`src/rtl/decoder_4to12_pkg.sv`:
```
// decoder_4to12_pkg: shared widths and code/one-hot types for the 4-to-12 decoder
package decoder_4to12_pkg;
  localparam int DEC_IN_W = 4;
  localparam int DEC_OUT_W = 12;
  typedef logic [DEC_IN_W-1:0] dec_code_t;
  typedef logic [DEC_OUT_W-1:0] dec_onehot_t;
endpackage

```
`src/rtl/decoder_4to12_core.sv`:
```
// decoder_4to12_core: combinational binary-to-one-hot decode with out-of-range detect
module decoder_4to12_core
  import decoder_4to12_pkg::*;
#(
  parameter int IN_W = DEC_IN_W,
  parameter int OUT_W = DEC_OUT_W
) (
  input  logic [IN_W-1:0]  code,
  output logic [OUT_W-1:0] onehot,
  output logic             out_of_range
);
  localparam logic [IN_W:0] LIM = OUT_W[IN_W:0];
  assign out_of_range = {1'b0, code} >= LIM;
  // per-line equality compare; codes beyond OUT_W-1 match no line, so nothing aliases
  for (genvar k = 0; k < OUT_W; k++) begin : g_line
    localparam logic [IN_W-1:0] K = k[IN_W-1:0];
    assign onehot[k] = code == K;
  end
endmodule

```
`src/rtl/decoder_4to12.sv`:
```
// decoder_4to12: registered 4-bit code to 12-line one-hot decoder; err port with DECODER_4TO12_ERR_EN
module decoder_4to12
  import decoder_4to12_pkg::*;
#(
  parameter int IN_W = DEC_IN_W,
  parameter int OUT_W = DEC_OUT_W
) (
  input  logic             clk,
  input  logic             rst,
  input  logic             in_valid,
  input  logic [IN_W-1:0]  in,
  output logic [OUT_W-1:0] out,
  output logic             out_valid
`ifdef DECODER_4TO12_ERR_EN
  ,
  output logic             err
`endif
);
  if (OUT_W > 2 ** IN_W) begin : g_bad_width
    $error("OUT_W must not exceed 2**IN_W");
  end
  logic [OUT_W-1:0] onehot;
`ifdef DECODER_4TO12_ERR_EN
  logic oor;
`else
  logic unused_oor;
`endif
  decoder_4to12_core #(.IN_W(IN_W), .OUT_W(OUT_W)) u_core (
    .code(in),
    .onehot(onehot),
`ifdef DECODER_4TO12_ERR_EN
    .out_of_range(oor)
`else
    .out_of_range(unused_oor)
`endif
  );
  always_ff @(posedge clk) begin
    if (rst) begin
      out <= '0;
      out_valid <= 1'b0;
    end else begin
      out_valid <= in_valid;
      out <= in_valid ? onehot : out;
    end
  end
`ifdef DECODER_4TO12_ERR_EN
  always_ff @(posedge clk) err <= !rst && in_valid && oor;
`endif
endmodule

```
`config.mk`:
```
export PLATFORM = sky130hd
export DESIGN_NAME = decoder_4to12
export DESIGN_NICKNAME = d
export VERILOG_FILES = /design/src/rtl/decoder_4to12_pkg.sv /design/src/rtl/decoder_4to12_core.sv /design/src/rtl/decoder_4to12.sv
export SDC_FILE = /design/constraint.sdc
export NUM_CORES = 1
export LEC_CHECK = 0
export ABC_AREA = 0
export CORE_AREA = 2 2 39 41
export CTS_BUF_LIST = sky130_fd_sc_hd__clkbuf_16
export DETAILED_ROUTE_END_ITERATION = 12
export DIE_AREA = 0 0 41 43
export GPL_TIMING_DRIVEN = 0
export PLACE_DENSITY_LB_ADDON = 0.2
export REMOVE_ABC_BUFFERS = 1
export SETUP_SLACK_MARGIN = 0.15
export SLEW_MARGIN = 40
export SYNTH_ARGS = -nofsm -noshare
export SYNTH_HDL_FRONTEND = slang
export SYNTH_SLANG_ARGS = --single-unit
```
`constraint.sdc`:
```
create_clock -name clk -period 1.2 [get_ports clk]
set_input_delay 0.24 -clock clk [delete_from_list [all_inputs] [get_ports clk]]
set_output_delay 0.24 -clock clk [all_outputs]
set_load 0.02 [all_outputs]
```
# Word-level counts from Yosys, hierarchy flattened
# Index checks and enable logic that the tools add are counted.
# classes
n_eq_ne,11
n_reduce_logical,1
# ops
cell,n
4-bit by 3-bit == test with 1-bit output (second input constant),4
4-bit == test (second input constant),4
4-bit by 2-bit == test with 1-bit output (second input constant),2
4-bit by 1-bit == test with 1-bit output (second input constant),1
4-bit logical NOT,1
# word_totals
reg_bits,13
output_inout_bits,13
elab_cells,14

# Longest topological paths before layout
# Gate-level depths: netlist of run 1.
# depth
word_depth,1
ltp_mapped,3
mapped_depth_nobuf,2

# By module
# A second synthesis of run 1 with hierarchy kept.
# hier_totals
cells_unflattened,58
hier_area_um2,719.4
# by_module_without_submodules
mod,n_inst,cells_each,area_each_um2,seq_area_each_um2
decoder_4to12,1,41,467.9,260.2
decoder_4to12_core,1,17,251.5,0.0

# Least setup slack after synthesis of run 1
# No wires, ideal clock.
# synth_path
kind,input to register
start,input port in[2]
end,register out[3]
setup_time_ns,0.070
t_arrival_ns,0.904
required_time_ns,1.130
path_slack_ns,0.226
path_stages,2
n_path_buf,0
path_cell_list,or4b_4 > o2bb2ai_1
# synth_between
elab_chain_len,1
# synth_rtl
element,line_no,text
start: declaration,decoder_4to12.sv:11,"input logic [IN_W-1:0] in,"
4-bit by 2-bit == test with 1-bit output,decoder_4to12_core.sv:17,assign onehot[k] = code == K;
end signal: assignment,decoder_4to12.sv:43,out <= in_valid ? onehot : out;
end: declaration,decoder_4to12.sv:12,"output logic [OUT_W-1:0] out,"
# Every way passes these cells.
# A chain may end at the register's enable or synchronous reset.

# Worst setup path after layout of run 1
# layout_path
start,register out[1]
end,output port out[1]
# No word-level cell between the ends.

==> out/qor.txt, run 1 <==
H-tree levels: 1
post-DP HPWL: 711.3 um
CP top delay family: flip-flops
measured slew at the worst slew-check pin: 0.5036 ns
dpl ws: -0.5435 ns
largest net degree at the start of global routing: 16
core footprint: 1384 um2
Remaining Overflow, GRT: 0
total power: 1.141 mW
first-pass GRT wire length: 1.683 mm
Max VDD drop: 1.180 mV
hold_ws: 0.3333 ns
Critical path origin: out[1]
Clock Tree Root: clkbuf_16
CP max FO: 2
reg2reg end: out[7]
PD cells: 1554 nW/um2
ANT cells: 0
Hold Vio Cnt, Final: 0
cell breakdown of the critical path: buf_2
required time worst endpoint: 0.96 ns
Avg Vias per Cell: 5.153
Worst-path clk slew: 0.04 ns
register area share after synthesis: 52.13%
CP Capture Type: output pin
Clock Path Buffers: 2
Clock Sink Count: 13
post-DR wirelength/cell: 13.33 um
drt first pass iters: 2
Tcrit/Tclk final: 86.92%
DR iter-0 viols: 2
Period minus WS final: 1.043 ns
fin. max-slew vios: 0
drt total wl: 1.133 mm
fillcell total: 149
Syn Inst Count: 48
Worst Hold Class: input port to register
DP Cell Count: 81
synth warn: 0
die area: 1763 um2
Post-Syn Area: 499.2 um2
worst reg2reg path depth: 2
Final WS setup: 0.1570 ns
Finished Layout Cells: 85
die width: 41 um
CP max-delay cell: dfxtp_1
crit path DAT: 0.80 ns
share of layout cells above drive strength 1: 40.58%
Leakage: 0.2980 nW
Max Fclk: 958.7 MHz
antenna-violating nets left: 0
initial antenna violation count: 0
Reg2Reg Setup Slack: 0.50 ns
gpl congestion: 0.6713
I/O pin cnt: 20
WP depth: 1
register bit count reported by yosys: 13
status: complete, no violations
Syn-to-layout area delta: 47.12%
Worst slew margin: 66.30%
worst setup path end: out[1]
CP bufs+invs: 1
setup tns final: 0 ns
max-cap violations: 0
RSZ-0062 raised after global routing: true
clock skew: 0 ns
Hold Buf Count CTS: 0
TritonCTS clock tree: done
Worst-Skew Late Latency: 0.24 ns
Yosys cell types: 15
vias: 438
I/O Buffers: 19
syn_area_per_cell: 10.40 um2
RR Startpoint: out[7]
Critical Path Max Stage Delay: 0.38 ns
starting density of the core: 36.08%
die height: 43 um
final net count: 77
number of cell rows: 14
Setup-failing EPs final: 0
Num CTS Buffers: 3
GR Util All Layers: 14.47%
Crit Path Category: register to output pin
Worst Setup Start Kind: register
vias in the first global route: 401
# DRC: 0
-- cell families after synthesis --
group / synth area share [%]
compound gates: 21.05
buf+inv: 7.768
simple gates: 19.05
flops: 52.13
-- cell usage after synthesis (all sizes together) --
cell type | instances | area share, %
dfxtp | 13 | 52
or3b | 2 | 3.5
buf | 1 | 1.0
or2b | 2 | 3.0
or3 | 1 | 1.3
or2 | 1 | 1.3
nor2b | 1 | 1.3
inv | 8 | 6.0
o2bb2ai | 4 | 7.0
o32ai | 8 | 14
nand3b | 3 | 4.5
clkbuf | 1 | 0.75
nor2 | 1 | 0.75
or4b | 1 | 2.8
nand2 | 1 | 0.75
-- cells in the final DEF (no fill, tap or decap) --
cell	n
or4b_4	1
or3b_4	1
buf_2	15
or3_1	1
or2b_1	2
o32ai_1	8
or2_2	1
clkbuf_2	2
dfxtp_1	13
clkdlybuf4s15_1	2
nand3b_1	3
o2bb2ai_4	1
o2bb2ai_2	3
nor2_1	1
clkbuf_16	3
inv_1	9
or3b_2	1
nor2b_1	1
nand2_1	1
-- worst min-delay path by stage --
stage | startpoint | end | slack (ns) | cells after the start
3_3_place_gp | out[1] | out[1] | 0.45 | 1
2_1_floorplan | rst | out_valid | 0.31 | 1
4_1_cts | rst | out_valid | 0.33 | 2
3_5_place_dp | out[3] | out[3] | 0.45 | 1
6_report | rst | out_valid | 0.33 | 2
5_1_grt | in[0] | out[3] | 0.37 | 3
-- flip-flops by register name, summed over array words and instances, names as in the netlist --
register,flops
out,12
out_valid,1
-- final cells by class --
cell class | count | area [um2] | share of cell area (%)
sequential | 13 | 260.3 | 35.43
multi-input combinational | 25 | 240.2 | 32.71
timing repair buffer | 19 | 105.1 | 14.31
clock buffer | 3 | 75.07 | 10.22
inverter | 8 | 30.03 | 4.089
tap | 16 | 20.02 | 2.726
clock inverter | 1 | 3.754 | 0.5111
-- where the power goes --
group / switching (mW) / internal, mW / leakage (nW)
clock network: 0.173 / 0.438 / 0.0423
registers: 0.00346 / 0.441 / 0.105
logic: 0.0517 / 0.0331 / 0.150
-- what timing repair did --
item                                    4_1_cts  5_1_grt
hold endpoints to repair                      0        0
endpoints found under the setup margin       25        7
setup buffers                                 0        0
resized for setup                            70        8
pin swaps                                     5        2
-- routing by layer --
layer  global-route usage (%)  vias to the layer above  share of wire [%]
met2                    20.31                       13                 51
met1                    17.82                      208                 42
met5                        0                        -                  0
li1                         -                      215                  -
met4                    8.000                        0               0.88
met3                    6.283                        2                6.1
-- stage by stage --
step / utilization (%) / area, um2
floorplan: - / 490.5
detailed placement: 50.63 / 700.7
global route: 53.07 / 734.5
finish: 53.07 / 734.5
global placement: 50.63 / 700.7
CTS: 52.98 / 733.2
(Power assumes the default switching activity.)
==> run 2, diff against run 1 <==
--- a/config.mk
+++ b/config.mk
@@ -6,10 +6,11 @@
 export NUM_CORES = 1
 export LEC_CHECK = 0
 export ABC_AREA = 0
-export CORE_AREA = 2 2 39 41
+export CORE_AREA = 4 4 41 43
 export CTS_BUF_LIST = sky130_fd_sc_hd__clkbuf_16
 export DETAILED_ROUTE_END_ITERATION = 12
-export DIE_AREA = 0 0 41 43
+export DIE_AREA = 0 0 45 47
+export DONT_BUFFER_PORTS = 1
 export GPL_TIMING_DRIVEN = 0
 export PLACE_DENSITY_LB_ADDON = 0.2
 export REMOVE_ABC_BUFFERS = 1
==> run 2 against run 1 <==
Clock-buffer cell count stayed put. Power down 4.6%. Combinational power fell by 64%. Non-clock buffer count down 19. Sequential cell count is the same. Largest power group unchanged. Clock power fell by 1%. Sequential share of layout area rose by 8.8 points. Global-route usage fell by 3.4 points. Largest cell class unchanged.
==> out/qor.txt, run 2 (synthesized netlist as in run 1, its figures left out) <==
Resize count post-CTS: 0 (-100%)
vias: 372 (-15%)
Largest register FFs: 12 (unchanged)
PD cells: 1852 nW/um2 (+19%)
CP max FO: 2 (unchanged)
CP Capture Type: output pin
drt total wl: 1.034 mm (-8.7%)
DP Cell Count: 61 (-25%)
most frequent cells in the layout: dfxtp_1, inv_1, o32ai_1, o2bb2ai_1
worst reg2reg path depth: 2 (unchanged)
post-DR wirelength/cell: 15.91 um (+19%)
fin. max-slew vios: 0 (unchanged)
I/O Buffers: 0 (-19)
core footprint: 1301 um2 (-6.0%)
Syn-to-layout area delta: 17.79%
Clock Sink Count: 13 (unchanged)
Worst Setup Start Kind: register
RSZ-0062 raised after global routing: false
Final WS setup: 0.2689 ns (+0.1120 ns)
die area: 2115 um2 (+20%)
vias in the first global route: 352 (-12%)
clock skew: 0 ns (unchanged)
most common cell after layout, fill and taps aside: dfxtp_1
Setup-failing EPs final: 0 (unchanged)
Worst-Skew Late Latency: 0.24 ns (about the same)
Post-CTS Setup Bufs: 0 (unchanged)
Top reg by flops: out
Top Registers: out x12, out_valid x1
max-cap violations: 0 (unchanged)
initial antenna violation count: 0 (unchanged)
TritonCTS clock tree: done
Worst slew margin: 82.52% (+16 points)
Leakage: 0.1899 nW (-36%)
Remaining Overflow, GRT: 0 (unchanged)
hold depth: 1 (-1)
Period minus WS final: 0.9311 ns (-0.1120 ns)
die height: 47 um (+9.3%)
WP depth: 0 (-1)
Num CTS Buffers: 3 (unchanged)
antenna-violating nets left: 0 (unchanged)
drt first pass iters: 4 (+2)
first-pass GRT wire length: 1.642 mm (-2.4%)
crit path DAT: 0.69 ns (-0.11 ns)
DR iter-0 viols: 6 (+4)
Clock Path Buffers: 2 (unchanged)
utilization after layout: 45.19% (-7.9 points)
die width: 45 um (+9.8%)
post-DP HPWL: 784.6 um (+10%)
Worst-path clk slew: 0.04 ns (about the same)
setup tns final: 0 ns (unchanged)
Max VDD drop: 0.9094 mV (-23%)
largest net degree at the start of global routing: 16 (unchanged)
Hold Vio Cnt, Final: 0 (unchanged)
measured slew at the worst slew-check pin: 0.2613 ns (-0.2423 ns)
GR Util All Layers: 11.11% (-3.4 points)
final net count: 58 (-25%)
ANT cells: 0 (unchanged)
Hold Buf Count CTS: 0 (unchanged)
Tcrit/Tclk final: 77.59% (-9.3 points)
gpl congestion: 0.7036 (+4.8%)
dpl ws: 0.1684 ns (+0.7119 ns)
Finished Layout Cells: 65 (-24%)
Crit Path Category: register to output pin
starting density of the core: 38.37% (+2.3 points)
fillcell total: 130 (-13%)
number of cell rows: 13 (-1)
Clock Tree Root: clkbuf_16
I/O pin cnt: 20 (unchanged)
share of layout cells above drive strength 1: 14.00% (-27 points)
Worst Hold Class: input port to register
# DRC: 0 (unchanged)
H-tree levels: 1 (unchanged)
Max Fclk: 1074 MHz (+12%)
status: complete, no violations
Avg Vias per Cell: 5.723 (+11%)
required time worst endpoint: 0.96 ns (about the same)
total power: 1.089 mW (-4.6%)
-- run 2: where the power goes --
group / internal [mW] / switching, mW
clock network: 0.438 / 0.165
logic: 0.0174 / 0.0129
registers: 0.441 / 0.0140
-- run 2: metrics by stage --
step                      cell area [um2]  hold WS, ns
after floorplan                     490.5       0.3116
after global placement              509.2       0.3140
after detailed placement            509.2       0.3190
after CTS                           588.1      0.07132
after global routing                588.1      0.07873
final                               588.1      0.07194
-- run 2: routing by layer --
metal  GRT usage (%)  part of all wire (%)  vias to the layer above
li1                -                     -                      180
met1           12.44                    41                      170
met2           16.10                    44                       20
met3           7.663                    13                        2
met4           5.263                   1.5                        0
met5               0                     0                        -
-- run 2: cell type report --
type | instances | area [um2] | share of cell area (%)
clock buffer | 3 | 75.07 | 12.77
tap | 15 | 18.77 | 3.191
multi-input combinational | 25 | 200.2 | 34.04
sequential | 13 | 260.3 | 44.26
inverter | 8 | 30.03 | 5.106
clock inverter | 1 | 3.754 | 0.6383
-- run 2: worst paths after layout --
path | startpoint | endpoint | slack [ns]
max | out[3] | out[3] | 0.27
max reg2reg | out[11] | out[11] | 0.27
min reg2reg | out[6] | out[6] | 0.57
min | rst | out_valid | 0.07
==> run 3, diff against run 2 <==
==> constraint.sdc (replaced) <==
create_clock -name clk -period 0.85 [get_ports clk]
set_input_delay 0.17 -clock clk [delete_from_list [all_inputs] [get_ports clk]]
set_output_delay 0.17 -clock clk [all_outputs]
set_load 0.02 [all_outputs]
==> run 3 against run 2 <==
Non-clock buffer count increased by 1. Critical path type unchanged. Clock power increased by 40%. Core utilization increased by 9.6 points. Power increased by 39%.
==> out/qor.txt, run 3 (synthesized netlist as in run 1, its figures left out) <==
Hold Vio Cnt, Final: 0 (unchanged)
die area: 2115 um2 (unchanged)
Leakage: 0.2185 nW (+15%)
Worst Setup Start Kind: register
max-cap violations: 0 (unchanged)
fin. max-slew vios: 0 (unchanged)
worst reg2reg path depth: 2 (unchanged)
Crit Path Category: register to output pin
antenna-violating nets left: 0 (unchanged)
dpl ws: -0.1116 ns (-0.2800 ns)
Max VDD drop: 1.309 mV (+44%)
reg2reg end: out[9]
RSZ-0062 raised after global routing: true
drt total wl: 1.148 mm (+11%)
Largest register FFs: 12 (unchanged)
RR Startpoint: out[9]
Max Fclk: 1274 MHz
most common cell after layout, fill and taps aside: dfxtp_4
gpl congestion: 0.7036 (unchanged)
H-tree levels: 1 (unchanged)
worst hold endpoint: out[6]
I/O pin cnt: 20 (unchanged)
status: complete, no violations
vias in the first global route: 388 (+10%)
core footprint: 1301 um2 (unchanged)
most frequent cells in the layout: dfxtp_4, o32ai_2, inv_1, inv_2
I/O Buffers: 0 (unchanged)
Avg Vias per Cell: 5.803 (+1.4%)
clock skew: 0 ns (unchanged)
Worst-path clk slew: 0.04 ns (about the same)
die height: 47 um (unchanged)
die width: 45 um (unchanged)
hold_ws: 0.03463 ns (-0.03731 ns)
initial antenna violation count: 0 (unchanged)
number of cell rows: 13 (unchanged)
crit path DAT: 0.61 ns (-0.08 ns)
hold depth: 1 (unchanged)
Worst-Skew Late Latency: 0.23 ns (about the same)
vias: 383 (+3.0%)
Setup-failing EPs final: 0 (unchanged)
GR Util All Layers: 11.90% (+0.79 points)
Num CTS Buffers: 3 (unchanged)
CP max FO: 2 (unchanged)
Hold Crit Start: rst
starting density of the core: 38.37% (unchanged)
Period minus WS final: 0.7849 ns
utilization after layout: 54.81% (+9.6 points)
# DRC: 0 (unchanged)
CP Capture Type: output pin
required time worst endpoint: 0.68 ns (-0.28 ns)
first-pass GRT wire length: 1.759 mm (+7.1%)
final net count: 59 (+1.7%)
Top reg by flops: out
Remaining Overflow, GRT: 0 (unchanged)
share of layout cells above drive strength 1: 64.71% (+51 points)
Clock Tree Root: clkbuf_16
Post-CTS Setup Bufs: 0 (unchanged)
drt first pass iters: 3 (-1)
measured slew at the worst slew-check pin: 0.3144 ns (+0.05312 ns)
Clock Sink Count: 13 (unchanged)
post-DR wirelength/cell: 17.39 um (+9.3%)
Reg2Reg Setup Slack: 0.12 ns (-0.15 ns)
Worst Hold Class: input port to register
Top Registers: out x12, out_valid x1
DR iter-0 viols: 5 (-1)
post-DP HPWL: 784.6 um (unchanged)
PD cells: 2125 nW/um2 (+15%)
TritonCTS clock tree: done
Worst slew margin: 78.96% (-3.6 points)
total power: 1.515 mW (+39%)
Final WS setup: 0.06506 ns (-0.2039 ns)
Syn-to-layout area delta: 42.86%
ANT cells: 0 (unchanged)
largest net degree at the start of global routing: 16 (unchanged)
Clock Path Buffers: 2 (unchanged)
Tcrit/Tclk final: 92.35%
-- run 3: cell types whose count changed in the layout (fill, tap and decap cells not counted), sizes merged --
| cell | change |
|---|---|
| dlygate4sd3 | +1 |
-- run 3: per-layer routing --
| metal | up-vias | share of wire, % | GRT usage [%] |
|---|---|---|---|
| li1 | 181 | - | - |
| met1 | 190 | 42 | 13.13 |
| met2 | 12 | 49 | 18.93 |
| met3 | 0 | 9.2 | 6.513 |
| met4 | 0 | 0 | 5.263 |
| met5 | - | 0 | 0 |
-- run 3: what timing repair did --
item                                    CTS  global route
resized for setup                        37             2
pin swaps                                 6             4
hold endpoints to repair                  1             0
endpoints found under the setup margin   23            24
hold buffers                              1             0
-- run 3: final cells by class --
cell class                      count  area [um2]
Multi-Input combinational cell     25       266.5
Sequential cell                    13       309.0
Timing Repair Buffer                1       10.01
Tap cell                           15       18.77
Clock buffer                        3       75.07
Fill cell                         111       588.1
Clock inverter                      1       3.754
Inverter                            8       30.03
-- run 3: worst max-delay path by stage --
stage / end / start / slack, ns / cells past startpoint
6_report: out[6] / out[6] / 0.07 / 0
4_1_cts: out[3] / out[3] / 0.06 / 0
2_1_floorplan: out[3] / in[2] / -0.05 / 2
5_1_grt: out[5] / out[5] / 0.06 / 0
3_3_place_gp: out[0] / in[2] / -0.09 / 2
3_5_place_dp: out[3] / in[2] / -0.11 / 2
-- run 3: where the power goes --
group	internal [mW]	total (mW)	switching [mW]
registers	0.590	0.611	0.0205
logic	0.0336	0.0603	0.0268
clock network	0.617	0.844	0.227
total	1.24	1.52	0.274
-- run 3: through the flow --
step | cell area (um2) | std cells | setup TNS [ns]
3_5_place_dp | 509.2 | 61 | -0.5738
2_1_floorplan | 490.5 | 46 | -0.2161
3_3_place_gp | 509.2 | 61 | -0.3540
4_1_cts | 699.4 | 66 | 0
5_1_grt | 713.2 | 66 | 0
6_report | 713.2 | 66 | 0
-- run 3: worst register-to-register path, delay by kind of cell (launching register included) --
| family | cells | cell delay [ns] |
|---|---|---|
| DFF | 1 | 0.37 |
| AOI/OAI and AO/OA | 1 | 0.20 |
| buffers and inverters | 1 | 0.06 |
